**src/rtl/cordic_pkg.sv**
```systemverilog
// Shared definitions for the sequential CORDIC controller: coordinate-system
// encoding, FSM state type and the hyperbolic repeat indices.
package cordic_pkg;

  typedef enum logic [1:0] {
    CoordCircular   = 2'b00,
    CoordLinear     = 2'b01,
    CoordHyperbolic = 2'b10
  } coord_e;

  typedef enum logic [1:0] {
    StIdle = 2'b00,
    StLoad = 2'b01,
    StIter = 2'b10,
    StDone = 2'b11
  } state_e;

  // Hyperbolic convergence needs these shift values executed twice.
  localparam int unsigned RepIdx0 = 4;
  localparam int unsigned RepIdx1 = 13;
  localparam int unsigned RepIdx2 = 40;

  // Both 2'b10 and 2'b11 select hyperbolic.
  function automatic logic is_hyperbolic(logic [1:0] cs);
    return cs[1];
  endfunction

  function automatic logic is_repeat_idx(int unsigned idx);
    return (idx == RepIdx0) || (idx == RepIdx1) || (idx == RepIdx2);
  endfunction

endpackage

```
**src/rtl/cordic_shift_gen.sv**
```systemverilog
// Shift/ROM-index counter for the CORDIC sequencer, with the hyperbolic
// repeat-once flag and end-of-run detection.
module cordic_shift_gen
  import cordic_pkg::*;
#(
  parameter int unsigned N_ITER = 16,
  parameter int unsigned IDX_W  = 6
) (
  input  logic             clk_i,
  input  logic             rst_ni,
  input  logic             init_i,
  input  logic             advance_i,
  input  logic             hyperbolic_i,
  output logic [IDX_W-1:0] shift_o,
  output logic             last_o
);

  logic [IDX_W-1:0] shift_q, shift_d;
  logic             rep_q, rep_d;
  logic             rep_pending;

  // First pass over a repeat index in hyperbolic mode: hold the shift one more step.
  assign rep_pending = hyperbolic_i & is_repeat_idx(32'(shift_q)) & ~rep_q;

  assign last_o  = (shift_q == IDX_W'(N_ITER - 1)) & ~rep_pending;
  assign shift_o = shift_q;

  always_comb begin
    shift_d = shift_q;
    rep_d   = rep_q;
    if (init_i) begin
      shift_d = hyperbolic_i ? IDX_W'(1) : '0;
      rep_d   = 1'b0;
    end else if (advance_i) begin
      if (rep_pending) begin
        rep_d = 1'b1;
      end else begin
        shift_d = shift_q + IDX_W'(1);
        rep_d   = 1'b0;
      end
    end
  end

  always_ff @(posedge clk_i or negedge rst_ni) begin
    if (!rst_ni) begin
      shift_q <= '0;
      rep_q   <= 1'b0;
    end else begin
      shift_q <= shift_d;
      rep_q   <= rep_d;
    end
  end

endmodule

```
**src/rtl/cordic_seq.sv**
```systemverilog
// Control sequencer for an iterative CORDIC datapath: load strobe, per-step
// shift index and rotation direction, and a valid/ready result handshake.
module cordic_seq
  import cordic_pkg::*;
#(
  parameter int unsigned N_ITER = 16,
  parameter int unsigned IDX_W  = 6
) (
  input  logic             clk_i,
  input  logic             rst_ni,
  input  logic             start_i,
  input  logic [1:0]       coordinate_system_i,
  input  logic             vectoring_i,
  input  logic             abort_i,
  input  logic             z_sign_i,
  input  logic             y_sign_i,
  input  logic             out_ready_i,
  output logic             busy_o,
  output logic             load_o,
  output logic             iter_en_o,
  output logic [IDX_W-1:0] shift_o,
  output logic             dir_o,
  output logic             out_valid_o
);

  state_e state_q, state_d;
  logic   hyp_q, hyp_d;
  logic   vec_q, vec_d;
  logic   busy_q, busy_d;
  logic   load_q, load_d;
  logic   iter_en_q, iter_en_d;
  logic   out_valid_q, out_valid_d;
  logic   last;

  cordic_shift_gen #(
    .N_ITER(N_ITER),
    .IDX_W (IDX_W)
  ) u_shift_gen (
    .clk_i       (clk_i),
    .rst_ni      (rst_ni),
    .init_i      (state_q == StLoad),
    .advance_i   (state_q == StIter),
    .hyperbolic_i(hyp_q),
    .shift_o     (shift_o),
    .last_o      (last)
  );

  always_comb begin
    state_d = state_q;
    hyp_d   = hyp_q;
    vec_d   = vec_q;
    unique case (state_q)
      StIdle: begin
        if (start_i) begin
          state_d = StLoad;
          hyp_d   = is_hyperbolic(coordinate_system_i);
          vec_d   = vectoring_i;
        end
      end
      StLoad: state_d = StIter;
      StIter: if (last) state_d = StDone;
      StDone: if (out_ready_i) state_d = StIdle;
      default: state_d = StIdle;
    endcase
    if (abort_i && (state_q != StIdle)) begin
      state_d = StIdle;
    end
    // Outputs are registered copies of the next-state decode, so they are glitch-free.
    busy_d      = (state_d != StIdle);
    load_d      = (state_d == StLoad);
    iter_en_d   = (state_d == StIter);
    out_valid_d = (state_d == StDone);
  end

  always_ff @(posedge clk_i or negedge rst_ni) begin
    if (!rst_ni) begin
      state_q     <= StIdle;
      hyp_q       <= 1'b0;
      vec_q       <= 1'b0;
      busy_q      <= 1'b0;
      load_q      <= 1'b0;
      iter_en_q   <= 1'b0;
      out_valid_q <= 1'b0;
    end else begin
      state_q     <= state_d;
      hyp_q       <= hyp_d;
      vec_q       <= vec_d;
      busy_q      <= busy_d;
      load_q      <= load_d;
      iter_en_q   <= iter_en_d;
      out_valid_q <= out_valid_d;
    end
  end

  assign busy_o      = busy_q;
  assign load_o      = load_q;
  assign iter_en_o   = iter_en_q;
  assign out_valid_o = out_valid_q;
  // Rotation drives z toward zero, vectoring drives y toward zero.
  assign dir_o       = iter_en_q & (vec_q ? y_sign_i : ~z_sign_i);

endmodule

```
**config.mk**
```make
export PLATFORM = sky130hd
export DESIGN_NAME = cordic_seq
export DESIGN_NICKNAME = d
export VERILOG_FILES = /design/src/rtl/cordic_pkg.sv /design/src/rtl/cordic_shift_gen.sv /design/src/rtl/cordic_seq.sv
export SDC_FILE = /design/constraint.sdc
export NUM_CORES = 1
export LEC_CHECK = 0
export CAP_MARGIN = 40
export CORE_UTILIZATION = 45
export DETAILED_ROUTE_END_ITERATION = 6
export GPL_TIMING_DRIVEN = 0
export PLACE_DENSITY = 0.74
export SKIP_LAST_GASP = 1
export SYNTH_ARGS = -nofsm -noshare
export SYNTH_HDL_FRONTEND = slang
export SYNTH_HIERARCHICAL = 1
export SYNTH_SLANG_ARGS = --single-unit
```
**constraint.sdc**
```tcl
create_clock -name clk_i -period 5.2 [get_ports clk_i]
set_input_delay 0.52 -clock clk_i [delete_from_list [all_inputs] [get_ports clk_i]]
set_output_delay 0.52 -clock clk_i [all_outputs]
set_load 0.02 [all_outputs]
```
; ---- After elaboration in Yosys (flattened, before gate mapping)
; Cells that the tools add are included.
[totals]
elab_cells = 50
ff_bits = 15
out_inout_bits = 11
[classes]
mux = 13
bitwise = 7
eq_ne = 11
add_sub_neg = 1
reduce_logical = 9
[ops]
columns = cell, n
row1 = $mux 6, 3
row2 = $eq 6x4->1 const B, 2
row3 = $eq 2x2->1 const B, 4
row4 = $mux 2, 4
row5 = $pmux 2 s4, 1
row6 = $add 6x1->6 const B, 1
row7 = $eq 6x3->1 const B, 1
row8 = $eq 6x6->1 const B, 1
row9 = $reduce_bool 2->1, 3
row10 = $mux 1, 5
row11 = $and 1x1->1, 4
row12 = $eq 2x1->1 const B, 2
row13 = $reduce_and 2->1, 2
row14 = $not 1->1, 3
row15 = $logic_not 2->1, 1
row16 = $logic_or 1x1->1, 2
row17 = $ne 2x1->1 const B, 1
row18 = $logic_and 1x1->1, 1

; ---- Longest topological paths before layout
[depth]
word_depth = 11
mapped_depth = 8
mapped_depth_nobuf = 8

; ---- Hierarchy
; The synthesis kept the hierarchy.
[by_module_without_submodules]
columns = mod, area_per_inst_um2, cells_each, n_inst
row1 = cordic_shift_gen, 511.7, 53, 1
row2 = cordic_seq, 346.6, 30, 1

; ---- Worst setup path after synthesis
; Ideal clock, no wire load.
[synth_timing]
path_kind = reg-to-reg
startpoint = register u_shift_gen.shift_q[0] (netlist: u_shift_gen/shift_o[0])
endpoint = register state_q[0]
setup_time_ps = 76
stages_incl_launch_ff = 9
period_less_slack_ps = 1975
t_arrival_ps = 1899
slack_ps = 3225
cell_sequence = dfrtp_1 -> inv_1 -> ha_1 -> mux2i_4 -> o21ai_2 -> a2111oi_0 -> inv_1 -> mux2_2 -> o21ai_1
[synth_via]
elab_chain_len = 10
[synth_lines]
columns = item, line
row1 = start: declaration, cordic_shift_gen.sv:18  ; logic [IDX_W-1:0] shift_q, shift_d;
row2 = start signal: assignment, cordic_shift_gen.sv:49  ; shift_q <= shift_d;
row3 = $eq 6x3->1 / $eq 6x4->1 (equally long branches), cordic_pkg.sv:29  ; return (idx == RepIdx0) || (idx == RepIdx1) || (idx == RepIdx2);
row4 = $logic_or 1x1->1 (2 in series), cordic_pkg.sv:29
row5 = $and 1x1->1 (2 in series), cordic_shift_gen.sv:23  ; assign rep_pending = hyperbolic_i & is_repeat_idx(32'(shift_q)) & ~rep_q;
row6 = $not 1->1, cordic_shift_gen.sv:25  ; assign last_o = (shift_q == IDX_W'(N_ITER - 1)) & ~rep_pending;
row7 = $and 1x1->1 *, cordic_shift_gen.sv:25
row8 = named net last, cordic_seq.sv:33  ; logic last;
row9 = $mux 2 *, cordic_seq.sv:61  ; StIter: if (last) state_d = StDone;
row10 = $pmux 2 s4 *, cordic_seq.sv:52  ; unique case (state_q)
row11 = $mux 2 *, cordic_seq.sv:65  ; if (abort_i && (state_q != StIdle)) begin
row12 = named net state_d[0], cordic_seq.sv:26  ; state_e state_q, state_d;
row13 = end signal: assignment, cordic_seq.sv:77  ; state_q <= StIdle;
row14 = end signal: assignment, cordic_seq.sv:85  ; state_q <= state_d;
row15 = end: declaration, cordic_seq.sv:26
; Mark *: on every way through the listed nets, which the timed path passes. The rest lies on a longest branch.
; A chain may end at the register's enable or synchronous reset.

; ---- Final worst setup path
[layout_timing]
startpoint = input y_sign_i
endpoint = output dir_o
[layout_via]
elab_chain_len = 2
[layout_lines]
columns = item, line
row1 = start: declaration, cordic_seq.sv:16  ; input logic y_sign_i,
row2 = $mux 1, cordic_seq.sv:100  ; assign dir_o = iter_en_q & (vec_q ? y_sign_i : ~z_sign_i);
row3 = $and 1x1->1, cordic_seq.sv:100
row4 = end: declaration, cordic_seq.sv:22  ; output logic dir_o,
; No other way between the ends.

==> results.sh <==
export IMPL_place_hpwl_um=1212
export IMPL_synth_seq_cells=15
export IMPL_clk_pin_slew_ns=0.08
export IMPL_critPathRequiredTime_ns=4.68
export IMPL_clock_latency_ns=0.28
export IMPL_rsz0062_at_grt="no"
export IMPL_finalCritPeriodShare=0.4452
export IMPL_antenna_found_initial=0
export IMPL_row_count=15
export IMPL_setup_viol=0
export IMPL_leakagePower_nw=0.4708
export IMPL_clk_path_buf_depth=2
export IMPL_dp_cells=127
export IMPL_tns_ns=0
export IMPL_ios=21
export IMPL_switching_share=0.3594
export IMPL_grt_overflow=0
export IMPL_worstPathCellList="clkdlybuf4s50_1, nand2_1, o21ai_0, and2_1, clkdlybuf4s50_1"
export IMPL_chipWidth_um=45.68
export IMPL_synthAdderAreaFrac=0.04373
export IMPL_p_comb_frac=0.407
export IMPL_clkSinkCount=15
export IMPL_syn_nets=96
export IMPL_whs_ns=0.5483
export IMPL_slowest_delay_ns=0.59
export IMPL_hold_class="reg -> reg"
export IMPL_path_common_cell="clkdlybuf4s50_1"
export IMPL_max_freq_ghz=0.4320
export IMPL_die_area_um2=2086
export IMPL_clkPwrFrac=0.171
export IMPL_drt_wirelength_per_cell_um=12.49
export IMPL_grt_pass1_vias=569
export IMPL_seq_area_um2=375.4
export IMPL_drc=0
export IMPL_numCtsBuffers=3
export IMPL_ctsHoldBuffers=0
export IMPL_cts_htree_levels=1
export IMPL_p_sw_w=0.0001334
export IMPL_ir_drop_mv=0.2053
export IMPL_synth_cell_types=39
export IMPL_area_growth_pct=28.86
export IMPL_timing_final_crit_period_ns=2.315
export IMPL_cts_tree="done"
export IMPL_critPathSlowestCell="clkdlybuf4s50_1"
export IMPL_grt_usage=0.1732
export IMPL_cp_end_kind="output pin"
export IMPL_muxShareOfSynthArea=0.1050
export IMPL_routed_wl_um=1636
export IMPL_met2_usage=0.2543
export IMPL_multi_input_area_um2=444.2
export IMPL_netlist_area_um2=858.3
export IMPL_ys_seq_area_frac=0.4373
export IMPL_use_met3=0.05952
export IMPL_fin_cells=131
export IMPL_crit_arrival_ns=1.79
export IMPL_initial_utilization=0.4865
export IMPL_crit_type="in -> out"
export IMPL_fin_nets=120
export IMPL_cap_violations=0
export IMPL_final_util=0.6270
export IMPL_antenna_cells=0
export IMPL_synth_xor_area_share=0.01020
export IMPL_ctsResizeCount=0
export IMPL_via_per_inst=5.168
export IMPL_drive_gt1_frac=0.1509
export IMPL_yosysWarnings=6
export IMPL_critPathLaunchType="input port"
export IMPL_gp_congestion=0.8409
export IMPL_synth_top_family_by_area="simple AND/OR/NAND/NOR gates"
export IMPL_power_density_nw_per_um2=335.7
export IMPL_fillers=162
export IMPL_coreArea_um2=1764
export IMPL_dr_pass1_iters=3
export IMPL_seq_power_share=0.423
export IMPL_io_buffers=19
export IMPL_cts_setup_buffers=0
export IMPL_drt_iter0_markers=18
export IMPL_slew_viol_final=0
export IMPL_busiest_layer="met2"
export IMPL_postSynthCellCount=83
export IMPL_vias=677
export IMPL_die_h_um=45.68
export IMPL_grt_pass1_wl_um=2539
export IMPL_outcome="completed"
export IMPL_p_int_w=0.0002378
export IMPL_final_area_um2=1106
export IMPL_ant_nets=0
export IMPL_hold_violations=0
export IMPL_synth_compound_area_frac=0.1501
export IMPL_avgSynthCellArea_um2=10.34
export IMPL_finClkSkew_ns=0.0005105
export IMPL_cts_root_buf="clkbuf_4"
export IMPL_yosys_area_share_simple=0.2085
export IMPL_relSlewSlack=0.5692
export IMPL_met1_usage=0.2370
export IMPL_critPathMaxFanout=1
export IMPL_grt_max_degree=16
export IMPL_tightest_slew_ns=0.6442
export IMPL_place_area_um2=1080
-- power by group through the flow --
stage          registers, W  logic [W]  clock network [W]
5_1_grt            0.000160   0.000163          0.0000736
2_1_floorplan      0.000170  0.0000846                  0
4_1_cts            0.000157   0.000150          0.0000677
6_report           0.000157   0.000151          0.0000633
3_3_place_gp       0.000159   0.000145                  0
3_5_place_dp       0.000159   0.000150                  0
-- layout make-up --
cell class,count,share of cell area
multi-input cells,60,0.4016
clock buffers,4,0.02376
flip-flops and latches,15,0.3394
inverters,5,0.01697
plain buffers,3,0.01810
repair buffers,19,0.1719
well taps,25,0.02828
-- worst paths after layout --
check	cells after the start	endpoint	from	slack [ns]
max	5	dir_o	y_sign_i	2.89
max reg2reg	8	state_q[0]	u_shift_gen/shift_o[0]	3.16
min in group asynchronous	1	u_shift_gen/shift_o[3]	rst_ni	0.64
max in group asynchronous	1	u_shift_gen/shift_o[2]	rst_ni	4.15
min reg2reg	1	vec_q	vec_q	0.55
min	1	vec_q	vec_q	0.55
-- synthesized netlist by cell type (all sizes together) --
cell | n | area share
a2111oi | 1 | 0.010
a211o | 1 | 0.010
a21boi | 1 | 0.0087
a21o | 1 | 0.0087
a21oi | 4 | 0.023
a221oi | 1 | 0.010
a31oi | 1 | 0.0073
and2 | 1 | 0.0073
and3 | 1 | 0.0073
and4 | 1 | 0.010
buf | 3 | 0.023
dfrtp | 15 | 0.44
ha | 3 | 0.044
inv | 5 | 0.022
mux2 | 5 | 0.079
mux2i | 1 | 0.026
nand2 | 4 | 0.020
nand2b | 2 | 0.015
nand3 | 5 | 0.029
nand4 | 1 | 0.0073
nand4b | 1 | 0.010
nor2 | 7 | 0.034
nor2b | 4 | 0.029
nor3 | 2 | 0.012
nor3b | 1 | 0.0087
o211ai | 4 | 0.041
o21a | 1 | 0.0087
o21ai | 3 | 0.022
or2b | 1 | 0.0087
or3b | 1 | 0.010
xor2 | 1 | 0.010
-- per-layer routing --
metal	wire length [um]	part of all wire
met1	791	0.48
met2	780	0.48
met3	52	0.032
met4	12	0.0073
met5	0	0
-- per-stage QoR --
step           total power (W)  setup WS (ns)
6_report             0.0003713          2.885
5_1_grt              0.0003966          2.821
4_1_cts              0.0003739          2.876
3_5_place_dp         0.0003083          2.876
3_3_place_gp         0.0003035          2.877
2_1_floorplan        0.0002543          3.225
-- critical path: cells and delay by family --
family / cells / cell delay, ns
buffers and inverters: 2 / 1.04
and+or+nand+nor: 2 / 0.18
AOI/OAI and AO/OA: 1 / 0.06
-- logic make-up after synthesis --
kind of cell,Yosys count
AOI/OAI and AO/OA,18
xor gates and xnor gates,1
adders and majority gates,3
buffers and inverters,8
DFF,15
muxes,6
and+or+nand+nor,32
-- placed cells by master (no fill, tap or decap), drive strengths merged, types with 4 or more instances in the layout --
master | netlist | layout
inv | 5 | 5
nor2b | 4 | 4
nor2 | 7 | 7
clkdlybuf4s50 | 0 | 19
o211ai | 4 | 4
nand2 | 4 | 4
dfrtp | 15 | 15
nand3 | 5 | 5
mux2 | 5 | 5
clkbuf | 0 | 4
a21oi | 4 | 4
-- state kept, by name, indices dropped and copies added (netlist names) --
signal / flops
load_o: 1
out_valid_o: 1
vec_q: 1
u_shift_gen/rep_q: 1
iter_en_o: 1
u_shift_gen/shift_o: 6
hyp_q: 1
state_q: 2
busy_o: 1
(Power assumes the default switching activity.)
